File: src/rtl/fft_in_pair_buffer.sv
// -----------------------------------------------------------------------------
// fft_in_pair_buffer
//
// Input pairing stage in front of the first radix-2 butterfly of the FFT.
// A frame is 2*HALF vectors, and each vector carries DEPTH complex lanes.
// The first half of a frame (indices 0..HALF-1) is stored in a flop buffer.
// Each vector of the second half (index HALF+k) is then emitted together with
// its stored partner k, one clock after it is accepted.
//
// Ports
//   clk         rising-edge clock
//   rstn        synchronous, active-low reset
//   din_valid   input vector present this cycle
//   din_sync    qualified by din_valid; forces this vector to frame index 0
//   din_R/Q     DEPTH signed lanes of WIDTH bits (lane i at [i*WIDTH +: WIDTH])
//   dout_valid  registered pair strobe; drives the butterfly enable
//   dout_last   high together with the final pair of a frame
//   dout_R_1/Q_1  stored first-half vector k
//   dout_R_2/Q_2  second-half vector k+HALF
//   sync_err    one-cycle pulse when din_sync arrived at a nonzero frame index
// -----------------------------------------------------------------------------
module fft_in_pair_buffer #(
   parameter int WIDTH = 15,
   parameter int DEPTH = 8,
   parameter int HALF  = 4
) (
   input  logic                   clk,
   input  logic                   rstn,
   input  logic                   din_valid,
   input  logic                   din_sync,
   input  logic [WIDTH*DEPTH-1:0] din_R,
   input  logic [WIDTH*DEPTH-1:0] din_Q,
   output logic                   dout_valid,
   output logic                   dout_last,
   output logic [WIDTH*DEPTH-1:0] dout_R_1,
   output logic [WIDTH*DEPTH-1:0] dout_Q_1,
   output logic [WIDTH*DEPTH-1:0] dout_R_2,
   output logic [WIDTH*DEPTH-1:0] dout_Q_2,
   output logic                   sync_err
);

   localparam int VW    = WIDTH * DEPTH;
   localparam int FRAME = 2 * HALF;
   localparam int CW    = $clog2(FRAME);
   localparam int IW    = (HALF > 1) ? $clog2(HALF) : 1;

   localparam logic [CW-1:0] CNT_HALF = CW'(HALF);
   localparam logic [CW-1:0] CNT_LAST = CW'(FRAME - 1);
   localparam logic [CW-1:0] CNT_ONE  = CW'(1);

   // FILL stores the first half of a frame, PAIR emits the pairs.
   // The phase is decoded from the frame counter, not held in its own register.
   typedef enum logic {FILL, PAIR} phase_e;

   // Frame-half buffer, one word per stored vector
   logic [VW-1:0] mem_r_q [HALF];
   logic [VW-1:0] mem_q_q [HALF];
   logic          mem_we;
   logic [IW-1:0] mem_waddr;
   logic [IW-1:0] rd_idx;

   logic [CW-1:0] cnt_q,        cnt_d;
   logic          dout_valid_q, dout_valid_d;
   logic          dout_last_q,  dout_last_d;
   logic          sync_err_q,   sync_err_d;
   logic [VW-1:0] dout_r_1_q,   dout_r_1_d;
   logic [VW-1:0] dout_q_1_q,   dout_q_1_d;
   logic [VW-1:0] dout_r_2_q,   dout_r_2_d;
   logic [VW-1:0] dout_q_2_q,   dout_q_2_d;

   phase_e phase;

   // -------------------------------------------------------------------------
   // Phase decode and partner read index
   // -------------------------------------------------------------------------
   always_comb begin
      phase  = (cnt_q >= CNT_HALF) ? PAIR : FILL;
      // Vector HALF+k reads its partner from slot k
      rd_idx = IW'(cnt_q - CNT_HALF);
   end

   // -------------------------------------------------------------------------
   // Next-state logic
   // -------------------------------------------------------------------------
   always_comb begin
      // NOTE: every signal gets a default first, so no path through this block
      // leaves a value unassigned and no latch is inferred.
      cnt_d        = cnt_q;
      dout_valid_d = 1'b0;
      dout_last_d  = 1'b0;
      sync_err_d   = 1'b0;
      dout_r_1_d   = dout_r_1_q;
      dout_q_1_d   = dout_q_1_q;
      dout_r_2_d   = dout_r_2_q;
      dout_q_2_d   = dout_q_2_q;
      mem_we       = 1'b0;
      mem_waddr    = '0;

      // A vector presented while reset is low is dropped, buffer included
      if (din_valid && rstn) begin
         if (din_sync) begin
            // Re-align: this vector becomes index 0, and any partial frame is
            // abandoned without emitting pairs
            mem_we     = 1'b1;
            mem_waddr  = '0;
            cnt_d      = CNT_ONE;
            sync_err_d = (cnt_q != '0);
         end else if (phase == FILL) begin
            mem_we    = 1'b1;
            mem_waddr = IW'(cnt_q);
            cnt_d     = cnt_q + CNT_ONE;
         end else begin
            dout_valid_d = 1'b1;
            dout_last_d  = (cnt_q == CNT_LAST);
            dout_r_1_d   = mem_r_q[rd_idx];
            dout_q_1_d   = mem_q_q[rd_idx];
            dout_r_2_d   = din_R;
            dout_q_2_d   = din_Q;
            cnt_d        = (cnt_q == CNT_LAST) ? '0 : cnt_q + CNT_ONE;
         end
      end
   end

   // -------------------------------------------------------------------------
   // Control and output registers
   // -------------------------------------------------------------------------
   always_ff @(posedge clk) begin
      // NOTE: sequential state uses non-blocking assignments only, so every
      // flop samples the values from before the edge and the result does not
      // depend on the order in which processes run.
      if (!rstn) begin
         cnt_q        <= '0;
         dout_valid_q <= 1'b0;
         dout_last_q  <= 1'b0;
         sync_err_q   <= 1'b0;
         dout_r_1_q   <= '0;
         dout_q_1_q   <= '0;
         dout_r_2_q   <= '0;
         dout_q_2_q   <= '0;
      end else begin
         cnt_q        <= cnt_d;
         dout_valid_q <= dout_valid_d;
         dout_last_q  <= dout_last_d;
         sync_err_q   <= sync_err_d;
         dout_r_1_q   <= dout_r_1_d;
         dout_q_1_q   <= dout_q_1_d;
         dout_r_2_q   <= dout_r_2_d;
         dout_q_2_q   <= dout_q_2_d;
      end
   end

   // -------------------------------------------------------------------------
   // Half-frame buffer
   // -------------------------------------------------------------------------
   // NOTE: the buffer has no reset. A slot is always written during FILL
   // before any PAIR cycle reads it, so a reset would only add clear logic.
   always_ff @(posedge clk) begin
      if (mem_we) begin
         mem_r_q[mem_waddr] <= din_R;
         mem_q_q[mem_waddr] <= din_Q;
      end
   end

   // -------------------------------------------------------------------------
   // Outputs come straight from registers
   // -------------------------------------------------------------------------
   always_comb begin
      dout_valid = dout_valid_q;
      dout_last  = dout_last_q;
      sync_err   = sync_err_q;
      dout_R_1   = dout_r_1_q;
      dout_Q_1   = dout_q_1_q;
      dout_R_2   = dout_r_2_q;
      dout_Q_2   = dout_q_2_q;
   end

endmodule

File: config.mk
export PLATFORM = sky130hd
export DESIGN_NAME = fft_in_pair_buffer
export DESIGN_NICKNAME = d
export VERILOG_FILES = /design/src/rtl/fft_in_pair_buffer.sv
export SDC_FILE = /design/constraint.sdc
export NUM_CORES = 2
export LEC_CHECK = 0
export ABC_AREA = 1
export ABC_CLOCK_PERIOD_IN_PS = 54600
export CORE_ASPECT_RATIO = 1.4
export CORE_MARGIN = 2
export CORE_UTILIZATION = 55
export CTS_CLUSTER_SIZE = 10
export DETAILED_ROUTE_END_ITERATION = 12
export PLACE_DENSITY_LB_ADDON = 0.05
export SETUP_SLACK_MARGIN = 0.05
export SKIP_CTS_REPAIR_TIMING = 1
export SLEW_MARGIN = 40
export SYNTH_ARGS = -nofsm -noshare
export SYNTH_HDL_FRONTEND = slang
export SYNTH_SLANG_ARGS = --single-unit
File: constraint.sdc
create_clock -name clk -period 54.6 [get_ports clk]
set_input_delay 10.92 -clock clk [delete_from_list [all_inputs] [get_ports clk]]
set_output_delay 10.92 -clock clk [all_outputs]
set_load 0.02 [all_outputs]
---- After elaboration in Yosys (flattened, before gate mapping) ----
Memory sizes are Yosys's and may differ from the RTL's. A register that Yosys moved wholly into a read port is not among the register bits.
Index checks and enable logic that the tools add are counted.
Widths: inputs -> output; s select.
cells by class
  $add $sub $neg .......................... 2
  $lt $le $gt $ge ......................... 1
  equal/unequal tests ..................... 1
  muxes and demuxes ....................... 13
  bitwise gates (word level) .............. 4
  reductions and logical operators ........ 8
operator list
  operator             count
  $mux 3               3
  $mux 1               7
  $mux 2               3
  $reduce_and 3->1     2
  $not 1->1            4
  $reduce_or 4->1      1
  $add 3x1->3 const B  1
  $eq 3x3->1 const B   1
  $ge 3x3->1 const B   1
  $reduce_bool 3->1    1
  $reduce_or 3->1      1
  $logic_not 1->1      2
  $sub 2x1->2 const B  1
  $logic_and 1x1->1    1
storage, ports and cells
  register bits after elaboration ......... 246
  memory bits (writable) .................. 960
  output and inout port bits .............. 483
  word-level logic and storage cells ...... 37
  memories ................................ 2
memory list
  memory   depth  width  rd ports  clocked after Yosys merged registers in  write ports  RTL line  source
  mem_q_q  4      120    1         1                                        1            57        logic [VW-1:0] mem_q_q [HALF];
  mem_r_q  4      120    1         1                                        1            56        logic [VW-1:0] mem_r_q [HALF];

---- Logic depth before layout (Yosys ltp) ----
  word-level depth ........................ 7
  depth in mapped cells ................... 10
  gate-level depth less buffers ........... 6

---- Least setup slack after synthesis ----
No wires, ideal clock.
  path type ............................... input port to flip-flop
  from .................................... in rstn
  to ...................................... mem mem_q_q[2][0] (netlist name), enable pin
  data arrival time ....................... 33.718 ns
  required time ........................... 53.171 ns
  setup slack ............................. 19.453 ns
  cell stages on the path ................. 5
  path buffers ............................ 1
  cells stage by stage .................... buf_2 > nand2_4 > inv_2 > nand2_1 > nor4_1
on the way
  word-level cells in the longest chain between the ends .. 4
RTL lines
  item                          RTL line  source
  from (decl)                   28        input logic rstn,
  $logic_and 1x1->1 (*)         100       if (din_valid && rstn) begin
  $mux 1                        100
  $mux 1                        158       if (mem_we) begin
  $mux 1 (implied by the code)  160       mem_q_q[mem_waddr] <= din_Q;
  to (decl)                     57
Every way passes the cells marked *; elsewhere a longest branch is shown, timed or not.

---- Worst setup path after layout ----
  from .................................... in din_sync
  to ...................................... reg dout_q_1_q[94] (netlist: dout_Q_1[94]), read port of mem_q_q
on the way
  word-level cells in the longest chain between the ends .. 2
RTL lines
  item                               RTL line  source
  from (decl)                        30        input logic din_sync,
  $not 1->1 (no source line)         n/a
  $reduce_and 3->1 (no source line)  n/a
  to (decl)                          67        logic [VW-1:0] dout_q_1_q, dout_q_1_d;
Every way passes these cells.
A chain may end at the register's enable or synchronous reset.

==> reports/results.ini <==
[setup_path]
reg2reg_depth = 5
critPathMaxStageDelay_ns = 0.74
rr_endpoint = mem_q_q[2][27]$_DFFE_PP_
required_ns = 55.21
crit_path_cell_trace = clkdlybuf4s50_1, nor2_1, nand2_8, inv_12, buf_6, buf_4, a21oi_1
crit_type = in2reg
path_max_fanout = 134
cp_top_family = buffers and inverters
rrSetupSlack_ns = 50.57
arrival_ns = 14.57
cp-start-kind = input port
end_kind = flip-flop
crit_buf_inv = 4
critPathSlowestCell = buf_4
rr_startpoint = cnt_q[1]$_SDFFE_PN0P_

[grt]
grtUsageTotal = 0.273
grt_pass1_vias = 36400
overflow = 0
antenna_found_initial = 9
grt_pass1_wl_mm = 213
grt_start_max_net_pins = 158

[synthesis]
ys_ff_latch = 1446
synth_area_sq_um = 54400
yosysWarnings = 0
synth.distinct_cells = 22
syn-num-nets = 5407
seq_area_frac_synth = 0.708
netlist_instances = 5160
synth.avg_cell_area_sq_um = 10.5

[sta]
finalMaxSlewViolations = 0
fin_worst_skew_ns = 0.0220
setup_violations = 0
whs_ns = 0.479
setup_tns_ns = 0
slew-limit-headroom = 0.417
finalCriticalPeriod_ns = 13.96
worstMarginPinSlew_ns = 0.875
period_share = 0.256
rsz0062_at_grt = no
finalHoldViolCount = 0
clock.fmax_mhz = 71.6

[drt]
vias = 37900
drt_iter0_markers = 2645
avgRoutedWirePerCell_um = 19.4
postRouteWirelength_mm = 140
ant_nets = 0
via_per_inst = 5.24
drc_errors = 0
first_pass_iters = 7

[cts]
cts_made_buffers = 163
htreeDepth = 4
cts_root_buffer = clkbuf_16
cts_sinks = 1446
clk_latency_ns = 0.76
cts_buffer_depth = 3
clk_pin_slew_ns = 0.05
cts_tree = done

[final_layout]
fin_area_sq_um = 67400
stdcell_count = 7234
area_growth_pct = 23.8
layout-drive-gt1-share = 0.0563
multi_input_area_sq_um = 13400
fillers = 7405
nets = 6027
seq_area_sq_um = 38600

[power_and_ir_drop]
p_sw_frac = 0.214
total_power_mw = 2.28
p_int_mw = 1.79
seqPwrFrac = 0.520
ir_worst_vdd_v = 0.0000251
p_sw_mw = 0.488
powerDensity_nw_per_um2 = 33.8
p_leak_nw = 25.3
p_comb_frac = 0.047
p_clk_frac = 0.433

[hold_path]
hold_start = dout_R_2[101]$_SDFFE_PN0P_
worst_hold_path_type = reg2reg
holdPathEnd = dout_R_2[101]$_SDFFE_PN0P_
hold_depth = 2

[placement]
port_buffers = 726
dp_hpwl_mm = 80.7
dp.cells = 6923
gp_congestion = 0.793
placed_cell_area_sq_um = 62500

[floorplanning]
num_io_pins = 727
die_x_um = 270
fp.coreArea_sq_um = 98200
placementRows = 136
initial_utilization = 0.554
fp.dieH_um = 376
die_area_sq_um = 102000

[run_status]
status = completed

[job]
cap_violations = 0

kinds of logic (layout without fill, tap and decap cells):
kind of cell	Yosys count	after routing	synth area share
AOI/OAI and AO/OA	484	484	0.0508
adders and majority gates	3	3	0.000690
buffers and inverters	569	1327	0.0454
DFF	1446	1446	0.708
other	0	5	0
and+or+nand+nor	2658	2658	0.195
how the worst max path moves through the flow:
| stage | slack [ns] | endpoint | depth (start not counted) | from |
|---|---|---|---|---|
| final | 40.64 | dout_Q_1[94]$_SDFFE_PN0P_ | 7 | din_sync |
| after global routing | 40.37 | dout_R_2[88]$_SDFFE_PN0P_ | 8 | din_sync |
| after CTS | 40.58 | dout_Q_1[93]$_SDFFE_PN0P_ | 7 | din_sync |
| after detailed placement | 39.77 | dout_R_1[69]$_SDFFE_PN0P_ | 7 | din_sync |
| after global placement | 39.40 | dout_R_1[95]$_SDFFE_PN0P_ | 7 | din_sync |
| after floorplan | 19.45 | mem_q_q[2][0]$_DFFE_PP_ | 5 | rstn |
Yosys cell counts:
library cell / n / area share
a211oi_1: 1 / 0.00014
a21oi_1: 150 / 0.014
a21oi_2: 90 / 0.014
a22oi_1: 2 / 0.00028
buf_1: 22 / 0.0015
buf_2: 134 / 0.012
buf_4: 3 / 0.00041
buf_6: 21 / 0.0043
clkbuf_1: 140 / 0.0097
clkinv_1: 1 / 0.000069
dfxtp_1: 486 / 0.18
edfxtp_1: 960 / 0.53
ha_1: 3 / 0.00069
inv_1: 244 / 0.017
inv_2: 4 / 0.00028
nand2_1: 1681 / 0.12
nand2_2: 1 / 0.00012
nand2_4: 1 / 0.00021
nand3_1: 483 / 0.044
nor2_1: 491 / 0.034
nor4_1: 1 / 0.00012
o21ai_0: 241 / 0.022
power by group through the flow:
stage	registers (mW)	clock network, mW	logic (mW)
finish	1.18	0.985	0.108
global route	1.18	1.05	0.119
CTS	1.18	1.00	0.107
detailed placement	1.21	0	0.107
global placement	1.21	0	0.105
floorplan	1.21	0	0.0572
area by class of cell:
| cell class | instances | area share |
|---|---|---|
| multi-input combinational | 3145 | 0.199 |
| timing repair buffer | 775 | 0.118 |
| tap | 1311 | 0.0243 |
| clock buffer | 291 | 0.0689 |
| clock inverter | 12 | 0.00206 |
| antenna | 5 | 0.000186 |
| inverter | 249 | 0.0145 |
| sequential | 1446 | 0.572 |
registers in the layout (all words and copies together) (netlist names):
register,count
dout_last,1
dout_Q_2,120
dout_Q_1,120
dout_valid,1
dout_R_2,120
sync_err,1
mem_r_q,480
cnt_q,3
mem_q_q,480
dout_R_1,120
per-layer routing:
layer  vias up  GRT usage  share of wire  wire length, um
met2      1250      0.455           0.48            68000
met4         8      0.103          0.033             4660
li1      18300          -              -                -
met1     18100      0.344           0.40            56600
met5         -          0        0.00035               49
met3       236     0.0717          0.078            10900
cells in the final DEF (no fill, tap or decap):
cell	count
a211oi_1	1
a21oi_1	150
a21oi_2	90
a22oi_1	2
buf_12	11
buf_16	6
buf_4	14
buf_6	16
buf_8	2
clkbuf_1	123
clkbuf_16	166
clkbuf_8	3
clkdlybuf4s50_1	725
clkinv_8	4
dfxtp_1	484
dfxtp_4	2
diode_2	5
edfxtp_1	960
ha_1	3
inv_1	243
inv_12	2
inv_16	1
inv_2	2
inv_6	8
inv_8	1
nand2_1	1681
nand2_4	1
nand2_8	1
nand3_1	483
nor2_1	489
nor2_4	2
nor4_2	1
o21ai_0	241
through the flow:
stage,util,worst slack [ns]
2_1_floorplan,-,19.45
4_1_cts,0.685,40.58
5_1_grt,0.686,40.37
3_5_place_dp,0.636,39.77
6_report,0.686,40.64
3_3_place_gp,0.634,39.40
worst reg2reg max path, delay by kind of cell (launching register included):
kind / cells / cell delay [ns]
DFF: 1 / 0.68
and+or+nand+nor: 1 / 0.62
buffers and inverters: 4 / 2.31
Power figures use the tool's default switching activity.
